## config.mk

```make
export PLATFORM = sky130hd
export DESIGN_NAME = cassette_recorder
export DESIGN_NICKNAME = d
export VERILOG_FILES = /design/src/rtl/cassette_recorder.sv
export SDC_FILE = /design/constraint.sdc
export NUM_CORES = 1
export LEC_CHECK = 0
export BUFFER_PORTS_ARGS = -buffer_cell sky130_fd_sc_hd__buf_2
export CAP_MARGIN = 20
export CORE_MARGIN = 4
export CORE_UTILIZATION = 55
export CTS_BUF_LIST = sky130_fd_sc_hd__clkbuf_16
export DETAILED_ROUTE_END_ITERATION = 12
export GPL_TIMING_DRIVEN = 1
export PLACE_DENSITY = 0.87
export SLEW_MARGIN = 5
export SYNTH_ARGS = -nofsm -noshare
export SYNTH_HDL_FRONTEND = slang
export SYNTH_SLANG_ARGS = --single-unit
```

## constraint.sdc

```tcl
create_clock -name clk -period 3.6 [get_ports clk]
set_input_delay 0.18 -clock clk [delete_from_list [all_inputs] [get_ports clk]]
set_output_delay 0.18 -clock clk [all_outputs]
set_load 0.01 [all_outputs]
```

## src/rtl/cassette_recorder.sv

```systemverilog
// Cassette recorder: decodes cassette audio periods from the sound DAC into bytes and streams them to SDRAM.
// Optional macro CAS_REC_HYST_EN adds level hysteresis; when it is undefined, the level is taken straight from dac[5].
module cassette_recorder #(
  parameter int          THRESH    = 559,
  parameter int          GAP       = 1023,
  parameter logic [24:0] BASE_ADDR = 25'h0
) (
  input  logic        clk,
  input  logic        reset,
  input  logic        Q,
  input  logic        en,
  input  logic        clear,
  input  logic [5:0]  dac,
  output logic [24:0] sdram_addr,
  output logic [7:0]  sdram_data,
  output logic        sdram_we,
  input  logic        sdram_ack,
  output logic [24:0] rec_len,
  output logic        overflow
);

  localparam logic [9:0]  GAP_T    = 10'(GAP);
  localparam logic [9:0]  THRESH_T = 10'(THRESH);
  localparam logic [24:0] ADDR_MAX = '1;

  typedef enum logic {IDLE, WRITE} state_t;

  state_t      state;
  logic        lvl;
  logic [9:0]  timer;
  logic [2:0]  cnt;
  logic [7:0]  shift;
  logic        full;
  logic        clear_pend;

  logic        lvl_next;
  logic [9:0]  timer_inc;
  logic        edge_hit;
  logic        gap_hit;
  logic        bit_val;
  logic        byte_done;
  logic [7:0]  byte_val;

  always_comb begin
    lvl_next = lvl;
`ifdef CAS_REC_HYST_EN
    if (dac >= 6'd36)      lvl_next = 1'b1;
    else if (dac <= 6'd27) lvl_next = 1'b0;
`else
    lvl_next = (dac >= 6'd32);
`endif
    // Period is counted inclusive of the edge tick, saturating at GAP.
    timer_inc = (timer >= GAP_T) ? GAP_T : timer + 10'd1;
    edge_hit  = Q && en && !lvl && lvl_next;
    gap_hit   = edge_hit && (timer_inc == GAP_T);
    bit_val   = (timer_inc < THRESH_T);
    byte_done = edge_hit && !gap_hit && (cnt == 3'd7);
    byte_val  = {bit_val, shift[7:1]};
  end

  always_ff @(posedge clk or negedge reset) begin
    if (!reset) begin
      lvl   <= 1'b0;
      timer <= GAP_T;
      cnt   <= 3'd0;
      shift <= 8'd0;
    end else begin
      if (Q) lvl <= lvl_next;
      // With the motor off the decoder sits in a resync state.
      if (!en) begin
        timer <= GAP_T;
        cnt   <= 3'd0;
        shift <= 8'd0;
      end else if (Q) begin
        if (edge_hit) begin
          timer <= 10'd0;
          if (gap_hit) begin
            cnt   <= 3'd0;
            shift <= 8'd0;
          end else begin
            cnt   <= cnt + 3'd1;
            shift <= (cnt == 3'd7) ? 8'd0 : byte_val;
          end
        end else begin
          timer <= timer_inc;
        end
      end
    end
  end

  // Handshake: sdram_we high holds sdram_addr/sdram_data stable until a one-clk
  // sdram_ack accepts the byte; sdram_ack while sdram_we is low is ignored.
  always_ff @(posedge clk or negedge reset) begin
    if (!reset) begin
      state      <= IDLE;
      sdram_we   <= 1'b0;
      sdram_addr <= BASE_ADDR;
      sdram_data <= 8'd0;
      rec_len    <= 25'd0;
      overflow   <= 1'b0;
      full       <= 1'b0;
      clear_pend <= 1'b0;
    end else begin
      case (state)
        IDLE: begin
          if (clear || clear_pend) begin
            sdram_addr <= BASE_ADDR;
            rec_len    <= 25'd0;
            overflow   <= 1'b0;
            full       <= 1'b0;
            clear_pend <= 1'b0;
          end
          if (byte_done) begin
            if (full && !(clear || clear_pend)) begin
              overflow <= 1'b1;
            end else begin
              sdram_data <= byte_val;
              sdram_we   <= 1'b1;
              state      <= WRITE;
            end
          end
        end
        WRITE: begin
          if (clear) clear_pend <= 1'b1;
          if (sdram_ack) begin
            rec_len <= rec_len + 25'd1;
            if (sdram_addr == ADDR_MAX) full <= 1'b1;
            else                        sdram_addr <= sdram_addr + 25'd1;
            // A byte finishing on the accept cycle chains straight into the next write.
            if (byte_done && (sdram_addr != ADDR_MAX)) begin
              sdram_data <= byte_val;
            end else begin
              if (byte_done) overflow <= 1'b1;
              sdram_we <= 1'b0;
              state    <= IDLE;
            end
          end else if (byte_done) begin
            overflow <= 1'b1;
          end
        end
        default: begin
          sdram_we <= 1'b0;
          state    <= IDLE;
        end
      endcase
    end
  end

endmodule

```

* Word level (Yosys, flattened, before mapping) *
Index checks and enable logic that the tools add are counted.

operators by class
  shift operators = 0
  mux-type cells = 47
  bitwise logic cells = 1
  eq/ne operators = 16
  reduce and logical (&&, ||, !) cells = 19
  multipliers = 0
  add/subtract/negate cells = 4
  order comparisons = 3
  divide/modulo/power cells = 0

operator list
  operator               number
  $mux 25                4
  $pmux 25 s2            2
  $mux 8                 9
  $add 25x1->25 const B  2
  $mux 10                4
  $eq 25x25->1 const B   1
  $ne 25x25->1 const B   1
  $mux 1                 18
  $ne 2x2->1 const B     8
  $pmux 8 s2             1
  $mux 3                 4
  $add 10x1->10 const B  1
  $eq 10x10->1 const B   1
  $ge 10x10->1 const B   1
  $lt 10x10->1 const B   1
  $pmux 1 s2             5
  $logic_and 1x1->1      8
  $reduce_and 4->1       2
  $ge 6x6->1 const B     1
  $ne 2x1->1 const B     3
  $reduce_and 2->1       3
  $reduce_and 3->1       2
  $add 3x1->3 const B    1
  $eq 3x3->1 const B     1
  other kinds (4)        6

storage, ports and cells
  flip-flop bits (word level) = 85
  memory bits (read-only) = 0
  output and inout bits = 60
  bits in latches = 0
  memories kept = 0
  input bits = 12
  RAM bits = 0
  logic and storage cells = 102

* Logic depth before layout (Yosys ltp) *
  word-level depth = 11
  gate-level depth with buffers = 9
  mapped depth without buffers = 7

* Least setup slack after synthesis *
OpenSTA, ideal clock, no wires.

  path type = register -> register
  start point = register timer[0]
  end point = register sdram_data[0]
  path slack = 1.246 ns
  period minus slack after synthesis = 2.354 ns
  arrival time = 2.229 ns
  library setup time = 0.125 ns
  required time = 3.475 ns
  path buffers = 1
  stages on the path, launching flop included = 8
  path through = dfstp_2 -> ha_1 -> buf_2 -> nand3_2 -> o31ai_1 -> a211oi_2 -> a21oi_4 -> mux2_2

between the ends
  word-level cells in the longest chain between the ends = 10
  elaborated cells on any way between the ends = 12
  classes of those cells = add/sub: 1; order compare: 1; eq/ne: 3; mux: 1; reduce/logical: 6

ends and longest elaborated chain
  element                                        line  RTL
  from (decl)                                    30    logic [9:0] timer;
  from (signal assigned)                         85    timer <= timer_inc;
  $add 10x1->10 or $ge 10x10->1 (tied branches)  53    timer_inc = (timer >= GAP_T) ? GAP_T : timer + 10'd1;
  $mux 10 *                                      53
  $eq 10x10->1 *                                 55    gap_hit = edge_hit && (timer_inc == GAP_T);
  $logic_and 1x1->1 *                            55
  $logic_not 1->1 *                              57    byte_done = edge_hit && !gap_hit && (cnt == 3'd7);
  $logic_and 1x1->1 * (2 in series)              57
  $logic_and 1x1->1                              130   if (byte_done && (sdram_addr != ADDR_MAX)) begin
  $ne 2x1->1 (no line)                           --
  $reduce_and 4->1 (no line) *                   --
  to (signal assigned)                           117   sdram_data <= byte_val;
  to (signal assigned)                           131   sdram_data <= byte_val;
  to (decl)                                      15    output logic [7:0] sdram_data,

Mark *: on every way between the ends. The rest lies on a longest branch, timed or not.
A chain may end at the register's enable or synchronous reset.

* Worst setup path after layout *
  start point = register timer[0]
  end point = register shift[3]

between the ends
  word-level cells in the longest chain between the ends = 8
  elaborated cells on any way between the ends = 9
  classes of those cells = add/sub: 1; order compare: 1; eq/ne: 1; mux: 5; reduce/logical: 1

ends and longest elaborated chain
  element                                        line  RTL
  $add 10x1->10 or $ge 10x10->1 (tied branches)  53
  $mux 10 *                                      53
  $eq 10x10->1 *                                 55
  $logic_and 1x1->1 *                            55
  $mux 8 *                                       77    if (gap_hit) begin
  $mux 8 *                                       75    if (edge_hit) begin
  $mux 8 *                                       74    end else if (Q) begin
  $mux 8 *                                       70    if (!en) begin
  to (signal assigned)                           82    shift <= (cnt == 3'd7) ? 8'd0 : byte_val;
  to (decl)                                      32    logic [7:0] shift;

Mark *: on every way between the ends. The rest lies on a longest branch, timed or not. The select of a mux whose other input is x is not followed.

==> run_results.csv <==
group,metric,value,unit
cts,cts_tree,"done",
grt,grt_first_pass_wirelength,16600,microns
detailed_routing,vias,3700,
yosys,syn_inst,446,
cts,h_tree_levels,3,
floorplan,floorplan.initialDensity,58.0,%
timing,max_freq,362,MHz
worst_setup_path,capture_point_of_the_critical_path,"shift[3]",
worst_setup_path,crit-reg2reg-launch,"timer[0]",
worst_setup_path,arrival_time_of_data_at_the_critical_path_endpoint,2.99,ns
yosys,synthesis.area_per_instance,9.64,sq um
timing,timing_worst_slew_pin_value,0.816,ns
cts,numCtsBuffers,9,
timing,final_min_period_over_clock_period,76.8,%
grt,grt_util_met3,6.12,%
layout,layout_commonest_cell,"dfrtp_1",
worst_setup_path,data_required_critical_path,3.82,ns
grt,global_route.overflow_total,0,
worst_setup_path,r2r_setup_slack,0.83,ns
timing,hold_violations,0,
worst_setup_path,crit_slowest_cell,"dfstp_2",
grt,top_usage_layer,"met2",
power,leakage,0.00242,uW
power,powerDensity,425,nW/um^2
layout,final_cell_mix,"dfrtp_1 (74), buf_2 (65), nor2_1 (57)",
hold_path,worstHoldPathType,"primary input to flop",
layout,finish.net_count,527,
layout,antenna_diode_instance_count,0,
grt,global_route.usage.met2,36.1,%
floorplan,die_h,96.4,microns
cts,clock_sink_count,84,
worst_setup_path,reg2regPathDepth,7,
grt,grt_pass1_vias,3619,
yosys,async_flop_share,100,%
yosys,synth_seq_cells,84,
timing,min_period,2.77,ns
timing,timing.final.max_slew_violations,0,
grt,track_usage,23.0,%
floorplan,std_cell_rows,31,
grt,grt_max_degree,85,
placed_design,detailedPlace.worstSlack,0.873,ns
cts,ctsRootBufferMaster,"clkbuf_16",
job,maxCapViolations,0,
detailed_routing,routedWlPerCell,16.6,microns
worst_setup_path,crit_path_start,"timer[0]",
worst_setup_path,critical-path-max-stage-delay,0.59,ns
worst_setup_path,timing_worst_setup_path_type,"flop to flop",
layout,drive_above_1_share,22.0,%
timing,fin_tns_setup,0,ns
layout,layout.cells.non_filler,613,
worst_setup_path,worst_path_maximum_fanout,10,
detailed_routing,route.final.wire_length,10200,microns
floorplan,die_outline_area,9290,sq um
placed_design,portBuffers,66,
timing,fin_skew,0.00810,ns
timing,finalWorstSetupSlack,0.834,ns
detailed_routing,initial_detailed_routing_violation_count,205,
layout,area_growth,17.8,%
detailed_routing,number_of_remaining_drc_errors,0,
worst_setup_path,reg2reg_to,"shift[3]",
yosys,synth_largest_type_area_fraction,43.1,%
power,irDropWorstVdd,0.000345,V
layout,filler_cell_count,562,
grt,antenna_violations_before_repair,0,
placed_design,place.gp.congestion,0.853,
yosys,postSynthNetCount,463,
run_status,status,"finished clean",
worst_setup_path,worstPathCellList,"ha_1 > nand3_2 > nor3_4 > o221ai_2 > a211oi_2 > a21oi_1 > a22o_1",
worst_setup_path,critPathLaunchType,"flop",
floorplan,die_width,96.4,microns
layout,seq_area,2110,sq um
yosys,synthDistinctLibCells,48,
detailed_routing,firstDrtPassIters,5,
detailed_routing,remaining_antenna_violation_count_after_routing,0,
cts,postCtsSetupBuffers,0,
cts,clk_latency,0.34,ns
timing,grt_setup_unrepaired,"no",
placed_design,dpl.cell_count,596,
cts,clkSlewWorstSetupHoldPaths,0.06,ns
yosys,synth.area.top_cells,"dfrtp_1 (43%), dfstp_2 (6.1%), xor2_1 (5.5%), nor2_1 (5.1%), o21ai_0 (3.6%)",
hold_path,hold_path_startpoint,"dac[5]",
floorplan,ios,72,
yosys,synth-main-ff-cell,"dfrtp_1",
worst_setup_path,setup.worst_path.end_class,"flop",
yosys,library_cell_occupying_the_most_area_in_the_post_synthesis_netlist,"dfrtp_1",
cts,clock_tree.buffer_depth,2,
placed_design,post-dp-hpwl,6660,microns
timing,report.final.setup_viol,0,
floorplan,design.core.area,7410,sq um
timing,maxSlewHeadroom,45.1,%
yosys,synth_sequential_area_ratio,49.2,%
yosys,synth_edf_count,0,
detailed_routing,vias_per_cell,6.04,
grt,groute.layer.met1.usage,29.5,%
layout,area_used_by_multi_input_combinational_logic,2070,sq um
yosys,netlist_area,4300,sq um
yosys,synth_warn,0,
## per-layer routing
layer,up-vias,part of all wire (%)
met5,-,0
met4,0,2.9
met3,27,7.6
met2,139,47
met1,1787,42
li1,1747,-
## how the worst min path moves through the flow
| stage | to | slack (ns) | cells after the start |
|---|---|---|---|
| after global routing | lvl | 0.12 | 3 |
| after detailed placement | rec_len[22] | 0.43 | 1 |
| after CTS | rec_len[22] | 0.07 | 1 |
| after floorplan | clear_pend | -0.12 | 0 |
| after global placement | rec_len[22] | 0.42 | 1 |
| final | lvl | 0.10 | 3 |
## cells in the mapped netlist (7+ instances only)
cell type and count:
mux2_2 9, a22o_1 7, o21ai_0 31, and3_1 10, xor2_1 27, dfrtp_1 74, nor2_1 58, dfstp_2 10
o211ai_1 12, inv_1 13, clkbuf_1 10, a21oi_1 12, nand3_1 23, nand4_1 18, o31ai_1 7, nand2_1 41
## sequential cells by signal, indices dropped and copies added, names as in the netlist, 3 cells and up
| signal | cells |
|---|---|
| sdram_addr | 25 |
| cnt | 3 |
| sdram_data | 8 |
| timer | 10 |
| shift | 7 |
| rec_len | 25 |
## critical path: cells and delay by family, from the launching register on
kind	cells	cell delay (ns)
AOI/OAI and AO/OA	4	1.05
adders and majority gates	1	0.38
DFF	1	0.59
and+or+nand+nor	2	0.64
## area by class of cell
cell class / count / share of cell area [%]
Sequential cell: 84 / 41.7
Timing Repair Buffer: 71 / 7.76
Clock inverter: 6 / 1.78
Inverter: 13 / 0.963
Tap cell: 99 / 2.45
Multi-Input combinational cell: 331 / 40.9
Clock buffer: 9 / 4.45
## metrics by stage
| stage | util, % | instance area, sq um | hold WS (ns) | power [uW] |
|---|---|---|---|---|
| final | 68.4 | 5070 | 0.100 | 2150 |
| after global routing | 68.4 | 5070 | 0.122 | 2230 |
| after CTS | 67.9 | 5030 | 0.0670 | 2150 |
| after detailed placement | 63.6 | 4710 | 0.429 | 1180 |
| after global placement | 63.6 | 4710 | 0.420 | 1180 |
| after floorplan | - | 4300 | -0.116 | 1130 |
## repair_timing
item / in CTS / in global routing
endpoints found under the hold margin: 0 / 13
resized for setup: 0 / 0
hold buffers: 0 / 1
## report_power, final
part | internal [uW] | switching [uW]
registers | 967 | 25.9
logic | 58.7 | 121
clock network | 605 | 374
## kinds of logic after synthesis
family,synth area share (%)
simple gates,21.4
flops,49.2
xor+xnor,6.32
fa+ha+maj,1.46
mux,3.29
buf+inv,2.85
compound gates,15.5
Power figures use the tool's default switching activity.
